### src/rtl/fp_cmp_pkg.sv
// ---------------------------------------------------------------------------
// fp_cmp_pkg
// Shared definitions for the pipelined FloPoCo-format comparator.
//   * Exception codes of the {exc[1:0], sign, exponent, fraction} format.
//   * Compare-mode encodings carried on in_op.
//   * Width derivation helpers (operand width W, magnitude key width MAG_W).
//   * cmp_decide(): maps (mode, less-than, equal, unordered) to the result bit.
// ---------------------------------------------------------------------------
package fp_cmp_pkg;

   // Exception field encodings
   localparam logic [1:0] EXC_ZERO = 2'b00;
   localparam logic [1:0] EXC_NORM = 2'b01;
   localparam logic [1:0] EXC_INF  = 2'b10;
   localparam logic [1:0] EXC_NAN  = 2'b11;

   // Compare modes; 3'b110 and 3'b111 are reserved and always yield 0
   localparam logic [2:0] OP_GT = 3'b000;
   localparam logic [2:0] OP_GE = 3'b001;
   localparam logic [2:0] OP_LT = 3'b010;
   localparam logic [2:0] OP_LE = 3'b011;
   localparam logic [2:0] OP_EQ = 3'b100;
   localparam logic [2:0] OP_NE = 3'b101;

   // Full operand width: exc(2) + sign(1) + exponent + fraction
   function automatic int fp_width(input int we, input int wf);
      return we + wf + 3;
   endfunction

   // Unsigned magnitude key width: class(2) + exponent + fraction
   function automatic int mag_width(input int we, input int wf);
      return we + wf + 2;
   endfunction

   // Result bit for one compare. An unordered pair is "not equal" and
   // nothing else, so only NE reports true in that case.
   function automatic logic cmp_decide(input logic [2:0] op,
                                       input logic       lt,
                                       input logic       eq,
                                       input logic       unord);
      logic r;
      r = 1'b0;
      if (unord) begin
         r = (op == OP_NE);
      end else begin
         case (op)
            OP_GT:   r = !lt && !eq;
            OP_GE:   r = !lt;
            OP_LT:   r = lt;
            OP_LE:   r = lt || eq;
            OP_EQ:   r = eq;
            OP_NE:   r = !eq;
            default: r = 1'b0;
         endcase
      end
      return r;
   endfunction

endpackage

### src/rtl/fp_order_key.sv
// ---------------------------------------------------------------------------
// fp_order_key
// Combinational conversion of one FloPoCo operand into a two's-complement
// ordering key, so that a plain signed compare of two keys orders the
// operands. Also flags NaN operands.
//
// Ports:
//   opnd    in   W        operand {exc, sign, exponent, fraction}
//   key     out  MAG_W+1  signed ordering key (0 for either zero)
//   is_nan  out  1        operand exception code is NaN
// ---------------------------------------------------------------------------
module fp_order_key
   import fp_cmp_pkg::*;
#(
   parameter  int WE    = 11,
   parameter  int WF    = 13,
   localparam int W     = fp_width(WE, WF),
   localparam int MAG_W = mag_width(WE, WF)
) (
   input  logic [W-1:0]   opnd,
   output logic [MAG_W:0] key,
   output logic           is_nan
);

   logic [1:0]       exc_s;
   logic             sign_s;
   logic [MAG_W-1:0] mag_s;

   assign exc_s  = opnd[W-1 -: 2];
   assign sign_s = opnd[W-3];
   assign is_nan = (exc_s == EXC_NAN);

   // Build the unsigned magnitude: class rank on top, then exponent/fraction.
   // Infinity outranks every normal because its top bits are 2'b10.
   always_comb begin
      mag_s = {MAG_W{1'b0}};
      case (exc_s)
         EXC_ZERO: mag_s = {MAG_W{1'b0}};
         EXC_NORM: mag_s = {2'b01, opnd[WE+WF-1:0]};
         EXC_INF:  mag_s = {2'b10, {(WE+WF){1'b0}}};
         default:  mag_s = {MAG_W{1'b0}};
      endcase
   end

   // Negate for negative operands; -0 negates to 0 so both zeros compare equal.
   always_comb begin
      key = {1'b0, mag_s};
      if (sign_s) begin
         key = {(MAG_W+1){1'b0}} - {1'b0, mag_s};
      end else begin
         key = {1'b0, mag_s};
      end
   end

endmodule

### src/rtl/fp_compare_pipe.sv
// ---------------------------------------------------------------------------
// fp_compare_pipe
// Pipelined floating-point comparator with per-transaction compare mode,
// valid/ready flow control, tag pass-through and NaN reporting.
//
//   Stage 1     : both ordering keys, mode, NaN flag, tag.
//   Stage 2     : compare result (signed key compare, no subtractor).
//   Stage 3..LAT: pure delay. LAT must lie in 2..6.
//
// The whole pipeline advances together under en = !out_valid | out_ready,
// so a held output freezes every stage and in_ready mirrors en.
//
// Ports:
//   clk, rst              clock, asynchronous active-high reset
//   in_valid/in_ready     operand-pair handshake
//   in_a, in_b            operands (W bits each)
//   in_op                 compare mode (GT, GE, LT, LE, EQ, NE; 110/111 -> 0)
//   in_tag                opaque tag
//   out_valid/out_ready   result handshake
//   out_res               compare result
//   out_unord             at least one operand was NaN
//   out_tag               tag of this result
//   nan_sticky            set by any accepted NaN result
//   clr_sticky            synchronous clear of nan_sticky (set wins)
// ---------------------------------------------------------------------------
module fp_compare_pipe
   import fp_cmp_pkg::*;
#(
   parameter  int WE    = 11,
   parameter  int WF    = 13,
   parameter  int LAT   = 2,
   parameter  int TAG_W = 4,
   localparam int W     = fp_width(WE, WF),
   localparam int MAG_W = mag_width(WE, WF)
) (
   input  logic             clk,
   input  logic             rst,
   input  logic             in_valid,
   output logic             in_ready,
   input  logic [W-1:0]     in_a,
   input  logic [W-1:0]     in_b,
   input  logic [2:0]       in_op,
   input  logic [TAG_W-1:0] in_tag,
   output logic             out_valid,
   input  logic             out_ready,
   output logic             out_res,
   output logic             out_unord,
   output logic [TAG_W-1:0] out_tag,
   output logic             nan_sticky,
   input  logic             clr_sticky
);

   logic             en_s;
   logic [MAG_W:0]   key_a_s;
   logic [MAG_W:0]   key_b_s;
   logic             nan_a_s;
   logic             nan_b_s;

   // Stage 1 registers
   logic             s1_valid_r;
   logic [MAG_W:0]   s1_key_a_r;
   logic [MAG_W:0]   s1_key_b_r;
   logic [2:0]       s1_op_r;
   logic             s1_unord_r;
   logic [TAG_W-1:0] s1_tag_r;

   // Stage 2..LAT registers; index LAT drives the outputs
   logic             pv_r     [2:LAT];
   logic             pres_r   [2:LAT];
   logic             punord_r [2:LAT];
   logic [TAG_W-1:0] ptag_r   [2:LAT];

   logic             lt_s;
   logic             eq_s;
   logic             res_s;
   logic             out_hs_s;

   assign en_s     = !out_valid || out_ready;
   assign in_ready = en_s;
   assign out_hs_s = out_valid && out_ready;

   fp_order_key #(.WE(WE), .WF(WF)) u_key_a (
      .opnd   (in_a),
      .key    (key_a_s),
      .is_nan (nan_a_s)
   );

   fp_order_key #(.WE(WE), .WF(WF)) u_key_b (
      .opnd   (in_b),
      .key    (key_b_s),
      .is_nan (nan_b_s)
   );

   // Stage 1: capture keys and sideband; a bubble enters with valid low.
   always_ff @(posedge clk or posedge rst) begin
      if (rst) begin
         s1_valid_r <= 1'b0;
         s1_key_a_r <= {(MAG_W+1){1'b0}};
         s1_key_b_r <= {(MAG_W+1){1'b0}};
         s1_op_r    <= 3'b000;
         s1_unord_r <= 1'b0;
         s1_tag_r   <= {TAG_W{1'b0}};
      end else if (en_s) begin
         s1_valid_r <= in_valid;
         s1_key_a_r <= key_a_s;
         s1_key_b_r <= key_b_s;
         s1_op_r    <= in_op;
         s1_unord_r <= nan_a_s || nan_b_s;
         s1_tag_r   <= in_tag;
      end else begin
         s1_valid_r <= s1_valid_r;
      end
   end

   // Stage-2 compare: signed key ordering decides lt/eq for every mode.
   always_comb begin
      lt_s  = ($signed(s1_key_a_r) < $signed(s1_key_b_r));
      eq_s  = (s1_key_a_r == s1_key_b_r);
      res_s = cmp_decide(s1_op_r, lt_s, eq_s, s1_unord_r);
   end

   // Stage 2 and delay stages. Data is zeroed on a bubble at stage 2 so
   // every output reads 0 whenever out_valid is low.
   always_ff @(posedge clk or posedge rst) begin
      if (rst) begin
         for (int k = 2; k <= LAT; k++) begin
            pv_r[k]     <= 1'b0;
            pres_r[k]   <= 1'b0;
            punord_r[k] <= 1'b0;
            ptag_r[k]   <= {TAG_W{1'b0}};
         end
      end else if (en_s) begin
         pv_r[2]     <= s1_valid_r;
         pres_r[2]   <= s1_valid_r && res_s;
         punord_r[2] <= s1_valid_r && s1_unord_r;
         ptag_r[2]   <= s1_valid_r ? s1_tag_r : {TAG_W{1'b0}};
         for (int k = 3; k <= LAT; k++) begin
            pv_r[k]     <= pv_r[k-1];
            pres_r[k]   <= pres_r[k-1];
            punord_r[k] <= punord_r[k-1];
            ptag_r[k]   <= ptag_r[k-1];
         end
      end else begin
         pv_r[2] <= pv_r[2];
      end
   end

   assign out_valid = pv_r[LAT];
   assign out_res   = pres_r[LAT];
   assign out_unord = punord_r[LAT];
   assign out_tag   = ptag_r[LAT];

   // NaN sticky flag: a NaN result leaving the block takes priority over clear.
   always_ff @(posedge clk or posedge rst) begin
      if (rst) begin
         nan_sticky <= 1'b0;
      end else if (out_hs_s && out_unord) begin
         nan_sticky <= 1'b1;
      end else if (clr_sticky) begin
         nan_sticky <= 1'b0;
      end else begin
         nan_sticky <= nan_sticky;
      end
   end

endmodule

### config.mk
export PLATFORM = sky130hd
export DESIGN_NAME = fp_compare_pipe
export DESIGN_NICKNAME = d
export VERILOG_FILES = /design/src/rtl/fp_cmp_pkg.sv /design/src/rtl/fp_order_key.sv /design/src/rtl/fp_compare_pipe.sv
export SDC_FILE = /design/constraint.sdc
export NUM_CORES = 1
export LEC_CHECK = 0
export CORE_MARGIN = 4
export CORE_UTILIZATION = 45
export CTS_BUF_LIST = sky130_fd_sc_hd__clkbuf_4
export CTS_CLUSTER_SIZE = 16
export DETAILED_ROUTE_END_ITERATION = 8
export MAX_ROUTING_LAYER = met4
export PLACE_DENSITY = 0.69
export SYNTH_ARGS = -nofsm -noshare
export SYNTH_HDL_FRONTEND = slang
export SYNTH_SLANG_ARGS = --single-unit
export TNS_END_PERCENT = 50
### constraint.sdc
create_clock -name clk -period 5.88 [get_ports clk]
set_clock_uncertainty 0.2 [all_clocks]
set_input_delay 1.176 -clock clk [delete_from_list [all_inputs] [get_ports clk]]
set_output_delay 1.176 -clock clk [all_outputs]
set_load 0.05 [all_outputs]
# After elaboration in Yosys (flattened, before gate mapping)
# Cells that the tools add are included.
[op_classes] add_sub_neg=2 multipliers=0 div=0 order_cmp=1 eq_ne=12 shifts=0 n_mux=9 bitwise=0 reduce_logical=13
[ops] cell="case mux 26 bit (2 select lines)" count=2
[ops] cell="2-to-1 mux 27 bit" count=2
[ops] cell="subtractor 1 x 26 -> 27 bit (first input constant)" count=2
[ops] cell="== test 27 bit" count=1
[ops] cell="< comparator 27 bit" count=1
[ops] cell="== test 2 bit (second input constant)" count=4
[ops] cell="== test 3 x 2 -> 1 bit (second input constant)" count=2
[ops] cell="== test 3 bit (second input constant)" count=2
[ops] cell="case mux 1 bit (6 select lines)" count=1
[ops] cell="logical AND 1 bit" count=5
[ops] cell="== test 2 x 1 -> 1 bit (second input constant)" count=2
[ops] cell="2-to-1 mux 4 bit" count=1
[ops] cell="== test 3 x 1 -> 1 bit (second input constant)" count=1
[ops] cell="zero test 1 bit" count=3
[ops] cell="zero test 3 bit" count=1
[ops] cell="logical OR 1 bit" count=3
[ops] cell="2-to-1 mux 1 bit" count=3
[ops] cell="nonzero test 2 bit" count=1
[totals] ff_bits=71 latch_bits=0 ram_bits=0 romBits=0 inputBits=66 output_inout_bits=9 word_cells=48 n_memories=0

# Longest topological paths before layout
# Gate-level depths: netlist of the first run.
[depth] depth_word=6 depth_mapped=11 ltp_nobuf=9

# Hierarchy
# A second synthesis of the first run with hierarchy kept.
[hier_totals] hier_cells=731 area_unflattened_um2=5615.4
[by_module_without_submodules] module="fp_compare_pipe" n_inst=1 cells_each=391 area_per_inst_um2=3438.3 seq_area_each_um2=1776.7
[by_module_without_submodules] module="fp_order_key" n_inst=2 cells_each=170 area_per_inst_um2=1088.5 seq_area_each_um2=0.0

# Worst setup path before layout of the first run
# Ideal clock, no wire load.
[synth_timing] path_kind="input to output" from="in out_ready" to="out in_ready" arrival_time_ps=2025 t_required_ps=4504 path_slack_ps=2479 cell_stages=3 n_path_buf=1 cell_sequence="nor2b_1 clkinv_1 clkbuf_1"
[synth_between] elab_chain_cells=1
[synth_lines] element="start: declaration" line="fp_compare_pipe.sv:45" rtl="input logic out_ready,"
[synth_lines] element="logical OR 1 bit" line="fp_compare_pipe.sv:78" rtl="assign en_s = !out_valid || out_ready;"
[synth_lines] element="end: declaration" line="fp_compare_pipe.sv:39" rtl="output logic in_ready,"
# No other way between the ends.

# Worst setup path in the final report of the first run
# Ends and elaborated chain as after synthesis.

==> impl_metrics.env, run 1 <==
export IMPL_status="completed"
export IMPL_cts_root_buffer="clkbuf_4"
export IMPL_synth_top_area_share=0.373
export IMPL_cp_depth=5
export IMPL_crit_path_start_kind="primary input"
export IMPL_swShare=0.326
export IMPL_grt_pass1_vias=4122
export IMPL_pre_cts_slack_ns=1.80
export IMPL_relSlewSlack=0.384
export IMPL_p_sw_uw=459
export IMPL_synth_most_common_cell="nand2_1"
export IMPL_synth_warning_count=0
export IMPL_cp_max_fo=36
export IMPL_area_growth_syn_to_layout_pct=22.0
export IMPL_yosysSeqAreaShare=0.373
export IMPL_grt_usage=0.193
export IMPL_pin_count=75
export IMPL_ff_latch_area_um2=1780
export IMPL_synth_main_ff_cell="dfrtp_1"
export IMPL_hold_viol=0
export IMPL_grt_first_pass_wirelength_um=19200
export IMPL_synth_commonest_cells="130 x nand2_1, 71 x dfrtp_1, 57 x o21ai_0"
export IMPL_multi_input_area_um2=2750
export IMPL_arrival_ns=2.43
export IMPL_hold_path_depth=2
export IMPL_die_height_um=111
export IMPL_holdWs_ns=0.279
export IMPL_drt_iter0_drc=248
export IMPL_syn_num_nets=681
export IMPL_max_cap_violations=0
export IMPL_critPathSlowestCell="clkdlybuf4s50_1"
export IMPL_cp_common_cell="buf_4"
export IMPL_vdd_drop_max_uv=197
export IMPL_die_w_um=111
export IMPL_critical_path_top_delay_family="buffers and inverters"
export IMPL_antenna_found_initial=0
export IMPL_clock_sinks=71
export IMPL_fin_crit_sh=0.647
export IMPL_setup_viol=0
export IMPL_drc=0
export IMPL_dpl_hpwl_um=8860
export IMPL_required_ns=4.50
export IMPL_vias=4280
export IMPL_worst_path_buf_inv=4
export IMPL_synthCells=578
export IMPL_cts_setup_buffers=0
export IMPL_wirelength_um=11500
export IMPL_synth_seq_cells=71
export IMPL_power_clock_fraction=0.275
export IMPL_cts_tree="built"
export IMPL_r2r_cells=7
export IMPL_core_area_um2=10300
export IMPL_critPathCaptureType="output pin"
export IMPL_viasPerCell=5.45
export IMPL_cts_buffers=9
export IMPL_synth_edf_count=0
export IMPL_criticalPathCategory="primary input to output pin"
export IMPL_ys_top_cells_by_area="dfrtp_1 37%, nand2_1 10%, ha_1 9.7%"
export IMPL_drive_gt1_frac=0.0478
export IMPL_cts_resized_gates=0
export IMPL_slowest_delay_ns=0.52
export IMPL_drt_pass1_iter_count=4
export IMPL_place_gp_congestion=0.876
export IMPL_start_util=0.461
export IMPL_die_area_um2=12300
export IMPL_cts_max_path_buffers=2
export IMPL_port_buffers=74
export IMPL_syn_area_per_cell_um2=8.23
export IMPL_fillers=983
export IMPL_cts_hold_buf=0
export IMPL_slew_violations=0
export IMPL_grt_max_degree=95
export IMPL_fin_ws_ns=2.07
export IMPL_hold_path_class="flip-flop to flip-flop"
export IMPL_diodes=0
export IMPL_power_density_nw_per_um2=242
export IMPL_clk_transition_reported_paths_ns=0.11
export IMPL_htreeDepth=3
export IMPL_fin_crit_ns=3.81
export IMPL_synth_area_leader_cell="dfrtp_1"
export IMPL_rsz0062_at_grt="no"
export IMPL_rows=37
export IMPL_layout_nets=747
export IMPL_overflow=0
export IMPL_setup_tns_ns=0
export IMPL_synth_cell_type_count=57
export IMPL_fmax_mhz=263
export IMPL_seqPwrFrac=0.420
export IMPL_combPwrFrac=0.304
export IMPL_internal_power_uw=949
export IMPL_netlist_area_um2=4760
export IMPL_worst_slew_pin_slew_ns=0.922
export IMPL_insertion_delay_ns=0.40
export IMPL_path_cells="clkdlybuf4s50_1 -> nor2b_4 -> clkinv_1 -> buf_4 -> buf_4"
export IMPL_final_antenna_net_count=0
export IMPL_leakage_nw=2.54
export IMPL_async_flop_share=1.00
export IMPL_wire_per_inst_um=14.6
[layout make-up]
type | count | share of cell area
multi-input cells | 443 | 0.473
flip-flops and latches | 71 | 0.306
repair buffers | 79 | 0.134
well taps | 136 | 0.0293
inverters | 40 | 0.0259
clock inverters | 6 | 0.0187
clock buffers | 10 | 0.0129
[worst min-delay path: stages (launching register included)]
cell and delay, ns:
dfrtp_1 0.36, nand2_1 0.05, nand2_1 0.05
[state kept, by name (all words and copies together) (netlist names)]
signal      count
s1_key_a_r     27
s1_key_b_r     27
out_tag         4
s1_tag_r        4
s1_op_r         3
nan_sticky      1
out_res         1
out_unord       1
out_valid       1
s1_unord_r      1
s1_valid_r      1
[cells by family (layout without fill, tap and decap cells)]
kind of cell | count (synthesis) | in the layout | synth area share
multiplexers | 9 | 9 | 0.0192
buffers and inverters | 64 | 135 | 0.0505
XOR/XNOR | 32 | 32 | 0.0589
flip-flops | 71 | 71 | 0.373
adder cells (fa/ha/maj) | 37 | 37 | 0.0973
AND/OR/NAND/NOR | 221 | 221 | 0.211
AO/OA/AOI/OAI | 144 | 144 | 0.190
[metrics by stage]
stage / cells / instance area (um^2) / util / power, mW
after global placement: 769 / 5620 / 0.545 / 1.01
after global routing: 785 / 5810 / 0.562 / 1.50
after floorplan: 578 / 4760 / - / 0.873
after detailed placement: 769 / 5620 / 0.545 / 1.03
final: 785 / 5810 / 0.562 / 1.41
after CTS: 785 / 5810 / 0.562 / 1.42
[per-layer routing]
metal | track usage | vias to the layer above | routed length (um)
met5 | - | - | 0
met3 | 0.0382 | 7 | 524
met4 | 0.0296 | 0 | 69
met1 | 0.237 | 2022 | 5010
li1 | - | 2153 | -
met2 | 0.338 | 98 | 5860
[worst paths after layout]
check	slack [ns]	to	start
worst max-delay path	2.07	in_ready	out_ready
worst min-delay path	0.28	s1_tag_r[1]$_DFFE_PP0P_	s1_tag_r[1]$_DFFE_PP0P_
worst max register to register	2.95	out_res$_DFFE_PP0P_	s1_key_a_r[8]$_DFFE_PP0P_
worst min register to register	0.28	s1_tag_r[1]$_DFFE_PP0P_	s1_tag_r[1]$_DFFE_PP0P_
max in group asynchronous	3.54	s1_key_b_r[9]$_DFFE_PP0P_	rst
min in group asynchronous	0.97	s1_op_r[0]$_DFFE_PP0P_	rst
[power by group through the flow]
stage	Sequential (mW)	Clock [mW]	Combinational [mW]
after CTS	0.593	0.394	0.432
after global routing	0.600	0.412	0.486
after detailed placement	0.602	0	0.430
after floorplan	0.617	0	0.255
after global placement	0.600	0	0.412
final	0.591	0.388	0.429
[placed cells by master (no fill, tap or decap), types with 4 or more instances in the layout]
cell             Yosys  routed
a21oi_1             25      25
a311o_1              4       4
buf_4                0       6
clkbuf_4             0      10
clkdlybuf4s50_1      0      73
dfrtp_1             71      71
ha_1                37      37
inv_1               39      38
mux2i_1              8       8
nand2_1            130     130
nand2b_1             4       4
nand3_1             13      13
nand4_1              8       8
nor2_1              25      25
nor3_1               9       9
o21ai_0             57      57
o22ai_1              6       6
o31ai_1             18      18
or3_1                7       7
or4_1                4       4
xnor2_1             14      14
xor2_1              18      18
Power figures use the tool's default switching activity.
==> inputs of run 2 (changes only) <==
clock period = 3.8 ns   (was 5.88 ns; I/O delays follow)
==> run 2 against run 1 <==
  * Sequential share of layout area rose by 0.31 points
  * Worst hold slack better by 0.0014 ns
  * Global-route usage up 0.18 points
==> impl_metrics.env, run 2 (same netlist as run 1, synthesis figures left out) <==
export IMPL_status="completed"
export IMPL_power_clock_fraction=0.192
export IMPL_hold_path_depth=2
export IMPL_cts_resized_gates=0
export IMPL_highest_layer="met4"
export IMPL_grt_first_pass_wirelength_um=19400
export IMPL_stdcell_count=787
export IMPL_p_sw_uw=700
export IMPL_grt_max_degree=95
export IMPL_combPwrFrac=0.339
export IMPL_cts_max_path_buffers=2
export IMPL_die_w_um=111
export IMPL_routed_wl_met2_um=5920
export IMPL_hold_path_class="flip-flop to flip-flop"
export IMPL_cts_tree="built"
export IMPL_clock_sinks=71
export IMPL_critPathSlowestCell="clkdlybuf4s50_1"
export IMPL_fin_crit_ns=3.07
export IMPL_dp_cells=771
export IMPL_final_cell_mix="130 x nand2_1, 73 x clkdlybuf4s50_1, 71 x dfrtp_1"
export IMPL_vdd_drop_max_uv=223
export IMPL_fin_ws_ns=0.730
export IMPL_rows=37
export IMPL_worst_slew_pin_slew_ns=0.845
export IMPL_cts_setup_buffers=0
export IMPL_insertion_delay_ns=0.43
export IMPL_overflow=0
export IMPL_crit_path_start_kind="primary input"
export IMPL_final_area_um2=5750
export IMPL_r2r_start="s1_key_a_r[6]$_DFFE_PP0P_"
export IMPL_path_cells="clkdlybuf4s50_1 -> inv_1 -> ha_1 -> nand2_1 -> ha_1 -> o21a_1 -> nand4_2 -> or3_1 -> a311o_1 -> o21ai_1"
export IMPL_layout_nets=749
export IMPL_port_buffers=74
export IMPL_wl_met3_um=463
export IMPL_holdWs_ns=0.280
export IMPL_pin_count=75
export IMPL_grt_usage=0.195
export IMPL_cts_root_buffer="clkbuf_4"
export IMPL_start_util=0.461
export IMPL_drive_gt1_frac=0.0445
export IMPL_die_height_um=111
export IMPL_final_antenna_net_count=0
export IMPL_met1_length_um=4930
export IMPL_relSlewSlack=0.437
export IMPL_fmax_mhz=326
export IMPL_r2r_cells=7
export IMPL_critical_path_top_delay_family="compound AO/OA/AOI/OAI gates"
export IMPL_antenna_found_initial=0
export IMPL_max_cap_violations=0
export IMPL_hold_path_end="s1_tag_r[3]$_DFFE_PP0P_"
export IMPL_power_mw=1.95
export IMPL_setup_viol=0
export IMPL_cp_common_cell="ha_1"
export IMPL_clk_transition_reported_paths_ns=0.11
export IMPL_hold_start="s1_tag_r[3]$_DFFE_PP0P_"
export IMPL_criticalPathCategory="primary input to flip-flop"
export IMPL_htreeDepth=3
export IMPL_r2r_end="out_res$_DFFE_PP0P_"
export IMPL_cts_hold_buf=0
export IMPL_grt_pass1_vias=4222
export IMPL_diodes=0
export IMPL_reg_top3="s1_key_a_r (27), s1_key_b_r (27)"
export IMPL_arrival_ns=3.24
export IMPL_leakage_nw=2.51
export IMPL_place_gp_congestion=0.886
export IMPL_critPathCaptureType="flip-flop"
export IMPL_fin_crit_sh=0.808
export IMPL_core_area_um2=10300
export IMPL_die_area_um2=12300
export IMPL_seqPwrFrac=0.469
export IMPL_viasPerCell=5.49
export IMPL_vias=4322
export IMPL_setup_tns_ns=0
export IMPL_slowest_delay_ns=0.50
export IMPL_swShare=0.359
export IMPL_place_area_um2=5650
export IMPL_drt_iter0_drc=217
export IMPL_r2r_slack_ns=0.95
export IMPL_fin_util=0.557
export IMPL_cts_buffers=9
export IMPL_layout_commonest_cell="nand2_1"
export IMPL_rsz0062_at_grt="no"
export IMPL_area_growth_syn_to_layout_pct=20.8
export IMPL_pre_cts_slack_ns=0.278
export IMPL_dpl_hpwl_um=9090
export IMPL_wire_per_inst_um=14.6
export IMPL_worst_path_buf_inv=2
export IMPL_required_ns=3.97
export IMPL_internal_power_mw=1.25
export IMPL_drc=0
export IMPL_drt_pass1_iter_count=4
export IMPL_wirelength_um=11500
export IMPL_cp_max_fo=9
export IMPL_power_density_nw_per_um2=340
export IMPL_slew_violations=0
export IMPL_hold_viol=0
[run 2: worst max-delay path by stage]
| stage | from | endpoint | slack (ns) | cells after the start |
|---|---|---|---|---|
| detailed placement | in_a[26] | s1_key_a_r[22]$_DFFE_PP0P_ | 0.28 | 10 |
| global route | in_a[26] | s1_key_a_r[22]$_DFFE_PP0P_ | 0.53 | 10 |
| CTS | out_ready | in_ready | 0.75 | 4 |
| finish | in_a[26] | s1_key_a_r[22]$_DFFE_PP0P_ | 0.73 | 10 |
| global placement | in_a[26] | s1_key_a_r[22]$_DFFE_PP0P_ | 0.37 | 10 |
| floorplan | in_b[26] | s1_key_b_r[22]$_DFFE_PP0P_ | 0.89 | 11 |
[run 2: layout make-up]
cell class / instances / area, um^2
fillers: 992 / 4580
well taps: 136 / 170
multi-input cells: 443 / 2750
repair buffers: 81 / 803
clock inverters: 7 / 30.0
flip-flops and latches: 71 / 1780
inverters: 40 / 150
clock buffers: 9 / 67.6
[run 2: power groups by stage]
stage	Sequential (mW)	Clock, mW	Combinational [mW]
after global routing	0.927	0.422	0.750
after detailed placement	0.931	0	0.667
final	0.915	0.375	0.662
after global placement	0.927	0	0.641
after CTS	0.916	0.392	0.670
after floorplan	0.955	0	0.395
[run 2: routing by layer]
| layer | GRT usage | vias to the layer above |
|---|---|---|
| li1 | - | 2164 |
| met1 | 0.229 | 2061 |
| met2 | 0.337 | 82 |
| met3 | 0.0437 | 15 |
| met4 | 0.0534 | 0 |
| met5 | - | - |
[run 2: worst reg2reg max path: cells and delay by family, from the launching register on]
kind / cells / cell delay, ns
compound gates: 5 / 1.60
xor+xnor: 1 / 0.21
fa+ha+maj: 1 / 0.34
flops: 1 / 0.40
==> inputs of run 3 (changes only) <==
clock period = 3.2 ns   (was 3.8 ns; I/O delays follow)
==> run 3 against run 2 <==
  * Critical path depth shrank 2
  * Sequential share of layout area shrank 1.0 points
  * Clock power grew 44%
  * Setup slack lost 0.48 ns
  * Count of clock-buffer cells in the layout grew 1
  * Register-to-register slack lost 0.70 ns
  * Non-clock buffer count grew 23
  * Highest routed layer unchanged
  * Cell area grew 3.5%
  * Total power grew 25%
  * Utilization grew 1.9 points
  * Final cell count grew 2.8%
==> impl_metrics.env, run 3 (same netlist as run 1, synthesis figures left out) <==
export IMPL_rows=37
export IMPL_leakage_nw=2.64
export IMPL_grt_max_degree=95
export IMPL_critPathCaptureType="flip-flop"
export IMPL_grt_usage=0.202
export IMPL_grt_pass1_vias=4311
export IMPL_fmax_mhz=339
export IMPL_dp_cells=794
export IMPL_clk_transition_reported_paths_ns=0.12
export IMPL_viasPerCell=5.38
export IMPL_overflow=0
export IMPL_criticalPathCategory="flip-flop to flip-flop"
export IMPL_required_ns=3.33
export IMPL_internal_power_mw=1.61
export IMPL_setup_tns_ns=0
export IMPL_clock_sinks=71
export IMPL_htreeDepth=3
export IMPL_fin_util=0.576
export IMPL_stdcell_count=809
export IMPL_area_growth_syn_to_layout_pct=25.0
export IMPL_holdWs_ns=0.273
export IMPL_hold_viol=0
export IMPL_cts_root_buffer="clkbuf_4"
export IMPL_drt_iter0_drc=216
export IMPL_crit_path_start_kind="flip-flop"
export IMPL_wirelength_um=11800
export IMPL_cts_tree="built"
export IMPL_reg_top3="s1_key_a_r (27), s1_key_b_r (27)"
export IMPL_pin_count=75
export IMPL_power_clock_fraction=0.220
export IMPL_vdd_drop_max_uv=231
export IMPL_hold_path_depth=2
export IMPL_relSlewSlack=0.453
export IMPL_fin_crit_ns=2.95
export IMPL_cts_buffers=9
export IMPL_drt_pass1_iter_count=5
export IMPL_drive_gt1_frac=0.0817
export IMPL_core_area_um2=10300
export IMPL_drc=0
export IMPL_cp_max_fo=3
export IMPL_final_antenna_net_count=0
export IMPL_status="completed"
export IMPL_cts_setup_buffers=0
export IMPL_die_height_um=111
export IMPL_r2r_cells=8
export IMPL_insertion_delay_ns=0.42
export IMPL_layout_nets=772
export IMPL_swShare=0.344
export IMPL_place_gp_congestion=0.896
export IMPL_start_util=0.461
export IMPL_diodes=0
export IMPL_setup_viol=0
export IMPL_arrival_ns=3.08
export IMPL_die_w_um=111
export IMPL_hold_path_class="flip-flop to flip-flop"
export IMPL_grt_first_pass_wirelength_um=20100
export IMPL_port_buffers=74
export IMPL_rsz0062_at_grt="no"
export IMPL_cts_resized_gates=0
export IMPL_power_mw=2.45
export IMPL_path_cells="ha_1 -> a21oi_1 -> o21ai_0 -> a2111oi_0 -> buf_4 -> o221ai_1 -> xor2_1 -> a221o_1"
export IMPL_final_cell_mix="130 x nand2_1, 73 x clkdlybuf4s50_1, 71 x dfrtp_1"
export IMPL_worst_slew_pin_slew_ns=0.820
export IMPL_antenna_found_initial=0
export IMPL_power_density_nw_per_um2=412
export IMPL_fin_crit_sh=0.922
export IMPL_combPwrFrac=0.336
export IMPL_slowest_delay_ns=0.73
export IMPL_critPathSlowestCell="a2111oi_0"
export IMPL_dpl_hpwl_um=9320
export IMPL_cts_max_path_buffers=2
export IMPL_die_area_um2=12300
export IMPL_wire_per_inst_um=14.6
export IMPL_max_cap_violations=0
export IMPL_seqPwrFrac=0.444
export IMPL_vias=4356
export IMPL_cts_hold_buf=0
export IMPL_layout_commonest_cell="nand2_1"
export IMPL_p_sw_uw=842
export IMPL_slew_violations=0
## run 3: changes by cell type in the layout (fill, tap and decap cells not counted)
cell | previous run | this run
clkinv_2 | 3 | 4
buf_4 | 7 | 30
bufinv_16 | 0 | 1
clkinv_1 | 5 | 1
clkbuf_4 | 9 | 10
## run 3: per-stage QoR
| stage | instance area [um^2] | setup slack, ns |
|---|---|---|
| after floorplan | 4760 | 0.413 |
| after global placement | 5820 | 0.0519 |
| after detailed placement | 5820 | 0.00836 |
| after CTS | 5950 | 0.286 |
| after global routing | 5950 | 0.0806 |
| final | 5950 | 0.249 |
## run 3: per-layer routing
metal | up-vias | routed length, um | GRT usage | part of all wire
li1 | 2207 | - | - | -
met1 | 2045 | 5230 | 0.247 | 0.44
met2 | 91 | 5950 | 0.343 | 0.51
met3 | 13 | 487 | 0.0464 | 0.041
met4 | 0 | 101 | 0.0394 | 0.0086
met5 | - | 0 | - | 0
## run 3: area by class of cell
| cell class | instances | area, um^2 |
|---|---|---|
| inverters | 40 | 150 |
| multi-input cells | 443 | 2750 |
| fillers | 987 | 4380 |
| repair buffers | 104 | 976 |
| well taps | 136 | 170 |
| flip-flops and latches | 71 | 1780 |
| clock inverters | 5 | 50.0 |
| clock buffers | 10 | 75.1 |
## run 3: power groups by stage
stage / registers, mW / logic [mW] / clock network, mW
2_1_floorplan: 1.13 / 0.469 / 0
3_3_place_gp: 1.10 / 0.792 / 0
3_5_place_dp: 1.11 / 0.823 / 0
4_1_cts: 1.09 / 0.827 / 0.551
5_1_grt: 1.10 / 0.923 / 0.592
6_report: 1.09 / 0.821 / 0.539
## run 3: critical path: cells and delay by family (launching register included)
kind,cells,cell delay (ns)
buffers and inverters,1,0.22
AOI/OAI and AO/OA,5,1.52
xor gates and xnor gates,1,0.20
adders and majority gates,1,0.34
DFF,1,0.40
## run 3: worst paths after layout
kind                       slack, ns                      start                          to
setup / recovery                0.25  s1_key_a_r[6]$_DFFE_PP0P_         out_res$_DFFE_PP0P_
hold / removal                  0.27     out_tag[2]$_DFFE_PP0P_      out_tag[2]$_DFFE_PP0P_
setup reg to reg                0.25  s1_key_a_r[6]$_DFFE_PP0P_         out_res$_DFFE_PP0P_
hold reg to reg                 0.27     out_tag[2]$_DFFE_PP0P_      out_tag[2]$_DFFE_PP0P_
max in group asynchronous       1.85                        rst  s1_key_b_r[24]$_DFFE_PP0P_
min in group asynchronous       0.30                        rst      s1_op_r[2]$_DFFE_PP0P_
